File: src/rtl/score_keeper_pkg.sv
// Shared types and helpers for the score_keeper block: FSM state encoding,
// score-width helper and the LED thermometer encoder.
package score_pkg;

    typedef enum logic [0:0] {
        PLAY = 1'b0,
        WON  = 1'b1
    } state_t;

    // Widest LED segment the thermometer encoder can produce.
    localparam int MAX_SEG = 256;

    function automatic int score_width(input int wins);
        return (wins < 1) ? 1 : $clog2(wins + 1);
    endfunction

    function automatic logic [MAX_SEG-1:0] therm(input int count, input int width);
        logic [MAX_SEG-1:0] t;
        t = {MAX_SEG{1'b0}};
        for (int i = 0; i < MAX_SEG; i++) begin
            if ((i < count) && (i < width)) begin
                t[i] = 1'b1;
            end else begin
                t[i] = 1'b0;
            end
        end
        return t;
    endfunction

endpackage

File: src/rtl/score_keeper_blink_timer.sv
// Half-period timer for the winner blink: phase toggles every BLINK_DIV cycles,
// held at count 0 / phase on while restart is asserted.
module blink_timer #(
    parameter int BLINK_DIV = 25_000_000
) (
    input  logic clock,
    input  logic reset,
    input  logic restart,
    output logic phase
);

    localparam int BW = (BLINK_DIV > 1) ? $clog2(BLINK_DIV) : 1;
    localparam logic [BW-1:0] LAST = BW'(BLINK_DIV - 1);

    logic [BW-1:0] cnt_r;
    logic          phase_r;

    // Counter and phase register; restart parks the timer at the start of an on phase.
    always_ff @(posedge clock or negedge reset) begin
        if (!reset) begin
            cnt_r   <= {BW{1'b0}};
            phase_r <= 1'b1;
        end else if (restart) begin
            cnt_r   <= {BW{1'b0}};
            phase_r <= 1'b1;
        end else if (cnt_r == LAST) begin
            cnt_r   <= {BW{1'b0}};
            phase_r <= ~phase_r;
        end else begin
            cnt_r   <= cnt_r + BW'(1);
        end
    end

    assign phase = phase_r;

endmodule

File: src/rtl/score_keeper.sv
// N-player score counter with match-over detection and blinking winner LEDs.
// Optional macro SCORE_KEEPER_SYNC_EN adds a two-flop synchroniser on win.
module score_keeper
    import score_pkg::*;
#(
    parameter int N_PLAYERS     = 2,
    parameter int WINS_TO_MATCH = 8,
    parameter int LED_WIDTH     = 16,
    parameter int BLINK_DIV     = 25_000_000,
    localparam int CW = score_width(WINS_TO_MATCH),
    localparam int PW = (N_PLAYERS > 2) ? $clog2(N_PLAYERS) : 1
) (
    input  logic                    clock,
    input  logic                    reset,
    input  logic [N_PLAYERS-1:0]    win,
    input  logic                    clear_scores,
    output logic [LED_WIDTH-1:0]    LED,
    output logic [N_PLAYERS*CW-1:0] score,
    output logic                    match_over,
    output logic [PW-1:0]           match_winner
);

    localparam int SEG = LED_WIDTH / N_PLAYERS;
    localparam logic [CW-1:0] TARGET = CW'(WINS_TO_MATCH);
    localparam logic [CW-1:0] NEAR   = CW'(WINS_TO_MATCH - 1);

    logic [N_PLAYERS-1:0] win_s;
    logic [N_PLAYERS-1:0] win_q_r;
    logic [N_PLAYERS-1:0] rise_s;
    logic [N_PLAYERS-1:0] reached_s;

    state_t        state_r, state_s;
    logic [CW-1:0] score_r [N_PLAYERS];
    logic [CW-1:0] score_s [N_PLAYERS];
    logic          over_r, over_s;
    logic [PW-1:0] winner_r, winner_s;
    logic          blink_restart_s;
    logic          blink_phase_s;

`ifdef SCORE_KEEPER_SYNC_EN
    logic [N_PLAYERS-1:0] sync_a_r, sync_b_r;

    // Two-flop synchroniser; ones at reset so a held win is not seen as a rise.
    always_ff @(posedge clock or negedge reset) begin
        if (!reset) begin
            sync_a_r <= {N_PLAYERS{1'b1}};
            sync_b_r <= {N_PLAYERS{1'b1}};
        end else begin
            sync_a_r <= win;
            sync_b_r <= sync_a_r;
        end
    end

    assign win_s = sync_b_r;
`else
    assign win_s = win;
`endif

    // Edge-detect history, sampled every cycle regardless of state or clear.
    always_ff @(posedge clock or negedge reset) begin
        if (!reset) begin
            win_q_r <= {N_PLAYERS{1'b1}};
        end else begin
            win_q_r <= win_s;
        end
    end

    assign rise_s = win_s & ~win_q_r;

    // Next-state, score update and winner selection; clear outranks any rise.
    always_comb begin
        state_s   = state_r;
        over_s    = over_r;
        winner_s  = winner_r;
        reached_s = {N_PLAYERS{1'b0}};
        for (int i = 0; i < N_PLAYERS; i++) begin
            score_s[i] = score_r[i];
        end
        if (clear_scores) begin
            state_s  = PLAY;
            over_s   = 1'b0;
            winner_s = {PW{1'b0}};
            for (int i = 0; i < N_PLAYERS; i++) begin
                score_s[i] = {CW{1'b0}};
            end
        end else begin
            case (state_r)
                PLAY: begin
                    for (int i = 0; i < N_PLAYERS; i++) begin
                        if (rise_s[i] && (score_r[i] != TARGET)) begin
                            score_s[i]   = score_r[i] + CW'(1);
                            reached_s[i] = (score_r[i] == NEAR);
                        end else begin
                            score_s[i]   = score_r[i];
                        end
                    end
                    if (|reached_s) begin
                        state_s = WON;
                        over_s  = 1'b1;
                        // Descending scan so the lowest reaching index is written last.
                        for (int i = N_PLAYERS - 1; i >= 0; i--) begin
                            winner_s = reached_s[i] ? PW'(i) : winner_s;
                        end
                    end else begin
                        state_s = PLAY;
                    end
                end
                WON: begin
                    state_s = WON;
                end
                default: begin
                    state_s = PLAY;
                end
            endcase
        end
    end

    // State, score and match result registers.
    always_ff @(posedge clock or negedge reset) begin
        if (!reset) begin
            state_r  <= PLAY;
            over_r   <= 1'b0;
            winner_r <= {PW{1'b0}};
            for (int i = 0; i < N_PLAYERS; i++) begin
                score_r[i] <= {CW{1'b0}};
            end
        end else begin
            state_r  <= state_s;
            over_r   <= over_s;
            winner_r <= winner_s;
            for (int i = 0; i < N_PLAYERS; i++) begin
                score_r[i] <= score_s[i];
            end
        end
    end

    assign blink_restart_s = (state_r != WON);

    blink_timer #(
        .BLINK_DIV (BLINK_DIV)
    ) u_blink (
        .clock   (clock),
        .reset   (reset),
        .restart (blink_restart_s),
        .phase   (blink_phase_s)
    );

    // Flatten the score registers onto the packed output bus.
    always_comb begin
        score = {(N_PLAYERS*CW){1'b0}};
        for (int i = 0; i < N_PLAYERS; i++) begin
            score[i*CW +: CW] = score_r[i];
        end
    end

    for (genvar g = 0; g < N_PLAYERS; g++) begin : g_seg
        logic [SEG-1:0] seg_s;

        // Winner segment blinks in WON; every other segment shows its score.
        always_comb begin
            if ((state_r == WON) && (winner_r == PW'(g))) begin
                seg_s = {SEG{blink_phase_s}};
            end else begin
                seg_s = SEG'(therm(int'(score_r[g]), SEG));
            end
        end

        assign LED[g*SEG +: SEG] = seg_s;
    end

    assign match_over   = over_r;
    assign match_winner = winner_r;

endmodule

File: config.mk
export PLATFORM = sky130hd
export DESIGN_NAME = score_keeper
export DESIGN_NICKNAME = d
export VERILOG_FILES = /design/src/rtl/score_keeper_pkg.sv /design/src/rtl/score_keeper_blink_timer.sv /design/src/rtl/score_keeper.sv
export SDC_FILE = /design/constraint.sdc
export NUM_CORES = 1
export LEC_CHECK = 0
export BUFFER_PORTS_ARGS = -buffer_cell sky130_fd_sc_hd__buf_2
export CAP_MARGIN = 25
export CORE_MARGIN = 10
export CORE_UTILIZATION = 57
export DETAILED_ROUTE_END_ITERATION = 10
export GPL_ROUTABILITY_DRIVEN = 1
export PLACE_DENSITY_LB_ADDON = 0.12
export SLEW_MARGIN = 20
export SYNTH_ARGS = -nofsm -noshare
export SYNTH_HDL_FRONTEND = slang
export SYNTH_HIERARCHICAL = 1
export SYNTH_SLANG_ARGS = --single-unit
export TNS_END_PERCENT = 1
File: constraint.sdc
create_clock -name clock -period 2.2 [get_ports clock]
set_input_delay 0 -clock clock [delete_from_list [all_inputs] [get_ports clock]]
set_output_delay 0 -clock clock [all_outputs]
set_load 0.05 [all_outputs]
* Word level (Yosys, flattened, before mapping)
Cells that the tools add are included.
Operators by class: $add $sub $neg 3, magnitude comparators 16, eq/ne operators 7, multiplexer cells 43, bitwise operators 5, reduce and logical (&&, ||, !) cells 13
Operators with widths (number):
- 25-bit two-way mux | 2
- 1-bit two-way mux | 34
- 3-bit by 4-bit less-than comparator with 1-bit output (first input constant) | 8
- 8-bit two-way mux | 4
- 25-bit by 1-bit adder with 25-bit output (second input constant) | 1
- 25-bit equality test (second input constant) | 1
- 1-bit by 4-bit less-than comparator with 1-bit output (first input constant) | 4
- 2-bit by 4-bit less-than comparator with 1-bit output (first input constant) | 4
- 4-bit by 1-bit adder with 4-bit output (second input constant) | 2
- 4-bit by 3-bit equality test with 1-bit output (second input constant) | 2
- 4-bit two-way mux | 2
- 4-bit != test (second input constant) | 2
- 2-bit AND reduction | 3
- 2-bit nonzero test | 3
- 1-bit logical AND | 4
- 1-bit inverter | 3
- 3-bit AND reduction | 1
- 3-bit nonzero test | 1
- 2-bit AND | 1
- 2-bit by 1-bit != test with 1-bit output (second input constant) | 1
- 2-bit != test (second input constant) | 1
- 2-bit inverter | 1
- 1-bit one-hot mux with 2 select lines | 1
- 2-bit OR reduction | 1
Storage, ports and cells: bits in registers 39, input bits 5, output and inout port bits 26, word-level logic and storage cells 95

* Longest topological paths before layout
depth in word-level cells 11, gate-level depth with buffers 6, depth with buffers taken out 5

* Cells and area by module
Netlist, hierarchy kept.
Modules (own cells, without submodules):
- blink_timer | times used 1, cells an instance 139, area an instance 1298.7 µm², sequential area each 651.9 µm²
- score_keeper | times used 1, cells an instance 102, area an instance 873.3 µm², sequential area each 327.8 µm²

* Worst setup path before layout
Ideal clock, no wire load.
path type flip-flop to output port, start point register winner_r, in the netlist match_winner, end point output port LED[10], data arrival time 2235 ps, required time 2200 ps, slack -35 ps, stages on the path, launching flop included 4, buffers on the path 0, path through dfrtp_1 -> a21oi_1 -> a21oi_1 -> a21o_1
On the way: word-level cells in the longest chain between the ends 2
Ends and longest elaborated chain:
- start: declaration | RTL line score_keeper.sv:36 | logic [PW-1:0] winner_r, winner_s;
- start signal: assignment | RTL line score_keeper.sv:123 | winner_r <= {PW{1'b0}};
- start signal: assignment | RTL line score_keeper.sv:130 | winner_r <= winner_s;
- 1-bit logical AND | RTL line score_keeper.sv:161 | if ((state_r == WON) && (winner_r == PW'(g))) begin
- 8-bit two-way mux | RTL line score_keeper.sv:161
- end: declaration | RTL line score_keeper.sv:17 | output logic [LED_WIDTH-1:0] LED,
No other way between the ends.

* Worst setup path in the final report
start point register u_blink.cnt_r[0], end point register u_blink.cnt_r[20]
On the way: word-level cells in the longest chain between the ends 3, elaborated cells between the ends (all ways) 4, those cells by class add/sub (1); eq/ne (1); mux (2)
Ends and longest elaborated chain:
- start: declaration | RTL line score_keeper_blink_timer.sv:15 | logic [BW-1:0] cnt_r;
- start signal: assignment | RTL line score_keeper_blink_timer.sv:21 | cnt_r <= {BW{1'b0}};
- start signal: assignment | RTL line score_keeper_blink_timer.sv:24 | cnt_r <= {BW{1'b0}};
- start signal: assignment | RTL line score_keeper_blink_timer.sv:27 | cnt_r <= {BW{1'b0}};
- 25-bit by 1-bit adder with 25-bit output or 25-bit equality test (tied branches) | RTL line score_keeper_blink_timer.sv:30, score_keeper_blink_timer.sv:26
- 25-bit two-way mux (*) | RTL line score_keeper_blink_timer.sv:26 | end else if (cnt_r == LAST) begin
- 25-bit two-way mux (*) | RTL line score_keeper_blink_timer.sv:23 | end else if (restart) begin
Mark *: on every way between the ends. The rest lies on a longest branch, timed or not. A chain may end at the register's enable or synchronous reset.

==> metrics.md <==
| Metric | Value |
|---|---|
| Status | finished clean |
| Ys flop type | dfrtp_1 |
| Fin crit share | 0.882 |
| Pwr/cell area | 515 nW/um^2 |
| Area of the multi-input gates | 1120 sq um |
| Yosys warns | 6 |
| Mapped Area | 2170 sq um |
| Storage cell area | 980 sq um |
| TritonCTS clock tree | done |
| Syn nets | 251 |
| Highest-delay cell along the critical path | or4_1 |
| Vias/cell | 5.60 |
| 1st-iter DRT viols | 82 |
| Starting Density | 0.593 |
| Design area | 2490 sq um |
| Initial antenna violation count | 0 |
| Synthesized flop and latch total | 39 |
| Max clock buf depth | 2 |
| Fin. Hold Viols | 0 |
| Core area | 3660 sq um |
| Pre-CTS setup slack | 0.285 ns |
| P&R area growth vs syn | 14.7% |
| Pin count of the biggest net entering global routing | 40 |
| Total Routing Usage GR | 0.145 |
| Setup_tns | 0 ns |
| Worst stage delay on the critical path | 0.62 ns |
| First-pass GRT wire length | 7.78 mm |
| Postcts setup bufs | 0 |
| Io pins | 31 |
| DR vias | 1827 |
| Final min period | 1.94 ns |
| Layout fillers | 305 |
| Number of global-route vias before repair | 1744 |
| Commonest non-fill, non-tap cell in the layout | dfrtp_1 |
| Min-delay worst type | in -> reg |
| Clk_lat worst skew | 0.29 ns |
| TritonRoute pass-1 iters | 4 |
| Fmax | 0.516 GHz |
| CP arrival | 2.16 ns |
| Yosys cell types | 42 |
| Die width | 81.7 microns |
| Gpl congestion | 0.839 |
| CP max FO | 6 |
| Register area share after synthesis | 0.451 |
| Worst setup EP type | flop |
| Commonest non-fill, non-tap cells in the layout | 36 x dfrtp_1, 30 x buf_2, 23 x a21oi_1, 22 x nor2_1, 20 x nand2_1 |
| CP Class | reg -> reg |
| Net total in the final layout | 287 |
| Crit-path cells | ha_1, nand2_1, or4_1, or3_1, a21oi_1 |
| Dpl hpwl | 3.33 mm |
| Routed len/inst | 14.0 microns |
| Finish-stage setup viols | 0 |
| PortBufs | 30 |
| GRT overflow | 0 |
| Max-cap violations | 0 |
| Final Max Tran Viols | 0 |
| Share of cells above drive strength 1 | 0.187 |
| RSZ-0062 raised after global routing | no |
| TritonCTS buffer count | 5 |
| Syn Inst Count | 241 |
| Hold Slack | 0.0389 ns |
| Post-placement cell count | 315 |
| Layout Cells excl Fill | 326 |
| Layout Utilization | 0.680 |
| Lkg Pwr | 1.06 nW |
| Full die area | 6680 sq um |
| Inserted Diodes | 0 |
| Tot Pwr | 1.28 mW |
| Max-slew headroom | 0.440 |
| Clock transition at path regs | 0.07 ns |
| DRC viols | 0 |
| Ys async rst share | 1.00 |
| Met3 GRT Util | 0.0491 |
| Area after DPL | 2380 sq um |
| Worst vdd ir | 0.381 mV |
| Mapped Avg Cell Area | 9.01 sq um |
| Root Buffer | clkbuf_8 |
| Met2 Use GR | 0.242 |
| Total routed wirelength | 4.58 mm |
| Row count | 22 |
| DRT antenna net count | 0 |
| Crit start category | flop |
| H-tree depth | 2 |
| Critical Path RT | 2.42 ns |
| Die H | 81.7 microns |
| Post-route clock skew | 0.00402 ns |
| Most used routing layer | met2 |
| Worst setup margin | 0.261 ns |
| Worst Tran Pin Value | 0.839 ns |
| Number of flops mapped to enable cells by yosys | 0 |
| Clk sinks | 39 |
| Global Route met1 Usage | 0.162 |
per-layer routing:
layer | wire (microns) | vias up
met2 | 2070 | 37
li1 | - | 941
met1 | 2040 | 841
met3 | 374 | 8
met4 | 89 | 0
met5 | 0 | -
path summary, 6_finish.rpt:
| path | end | start | slack (ns) | cells after the start |
|---|---|---|---|---|
| setup / recovery | u_blink/cnt_r[20] | u_blink/cnt_r[0] | 0.26 | 5 |
| hold / removal | score[1] | clear_scores | 0.04 | 2 |
| setup reg to reg | u_blink/cnt_r[20] | u_blink/cnt_r[0] | 0.26 | 5 |
| hold reg to reg | u_blink/cnt_r[0] | u_blink/cnt_r[0] | 0.46 | 1 |
| max in group asynchronous | u_blink/cnt_r[16] | reset | 1.33 | 2 |
| min in group asynchronous | u_blink/cnt_r[5] | reset | 0.35 | 2 |
sequential cells by signal, summed over array words and instances, names as in the netlist:
signal / flops
u_blink/cnt_r: 25
u_blink/phase: 1
score: 8
win_q_r: 2
match_over: 1
match_winner: 1
state_r: 1
logic make-up (layout without fill, tap and decap cells):
group	count (synthesis)	count (layout)	synth area share
AND/OR/NAND/NOR	108	108	0.276
AO/OA/AOI/OAI	55	55	0.148
flip-flops	39	39	0.451
buffers and inverters	19	56	0.0340
XOR/XNOR	14	14	0.0564
adder cells (fa/ha/maj)	5	5	0.0288
multiplexers	1	1	0.00518
power by group:
| part | switching [mW] | internal, mW | total, mW |
|---|---|---|---|
| registers | 0.00634 | 0.724 | 0.730 |
| logic | 0.0671 | 0.0258 | 0.0929 |
| clock network | 0.239 | 0.222 | 0.461 |
worst max-delay path: cells and delay by family (launching register included):
family | cells | cell delay [ns]
compound gates | 1 | 0.14
simple gates | 3 | 1.14
flops | 1 | 0.37
fa+ha+maj | 1 | 0.22
cells in the mapped netlist (2+ instances only):
cell      count  share of area
dfstp_2       3          0.036
nand4_1       4          0.012
o31ai_1       5          0.017
or3b_2        3          0.012
inv_1        12          0.021
nor3b_1       2         0.0069
xnor2_1      10          0.040
a211oi_1      2         0.0069
a21oi_1      24          0.055
nor2_1       22          0.038
buf_2         2         0.0046
ha_1          5          0.029
nor4b_1       2         0.0081
o21ai_0      16          0.037
clkbuf_1      5         0.0086
and3_1        2         0.0058
dfrtp_1      36           0.41
and3b_1       2         0.0081
or3_1        10          0.029
nor4_1        4          0.012
nand3b_1      2         0.0069
nand2b_1      5          0.014
or4_1         5          0.017
nand3_1      13          0.030
nand2_1      20          0.035
xor2_1        4          0.016
nor3_1        4         0.0092
and4_1        2         0.0081
a21o_1        2         0.0069
cell type report:
type / instances / share of cell area
Clock inverter: 1 / 0.00201
Timing Repair Buffer: 36 / 0.0814
Tap cell: 48 / 0.0241
Inverter: 12 / 0.0181
Clock buffer: 7 / 0.0306
Multi-Input combinational cell: 183 / 0.451
Sequential cell: 39 / 0.393
repair_timing:
| action | in CTS | in global routing |
|---|---|---|
| endpoints found under the hold margin | 38 | 0 |
| gates resized for setup | 0 | 0 |
| hold buffers | 3 | 0 |
| setup endpoints to repair | 0 | 0 |
Note: power is estimated with default switching activity, not from simulation.
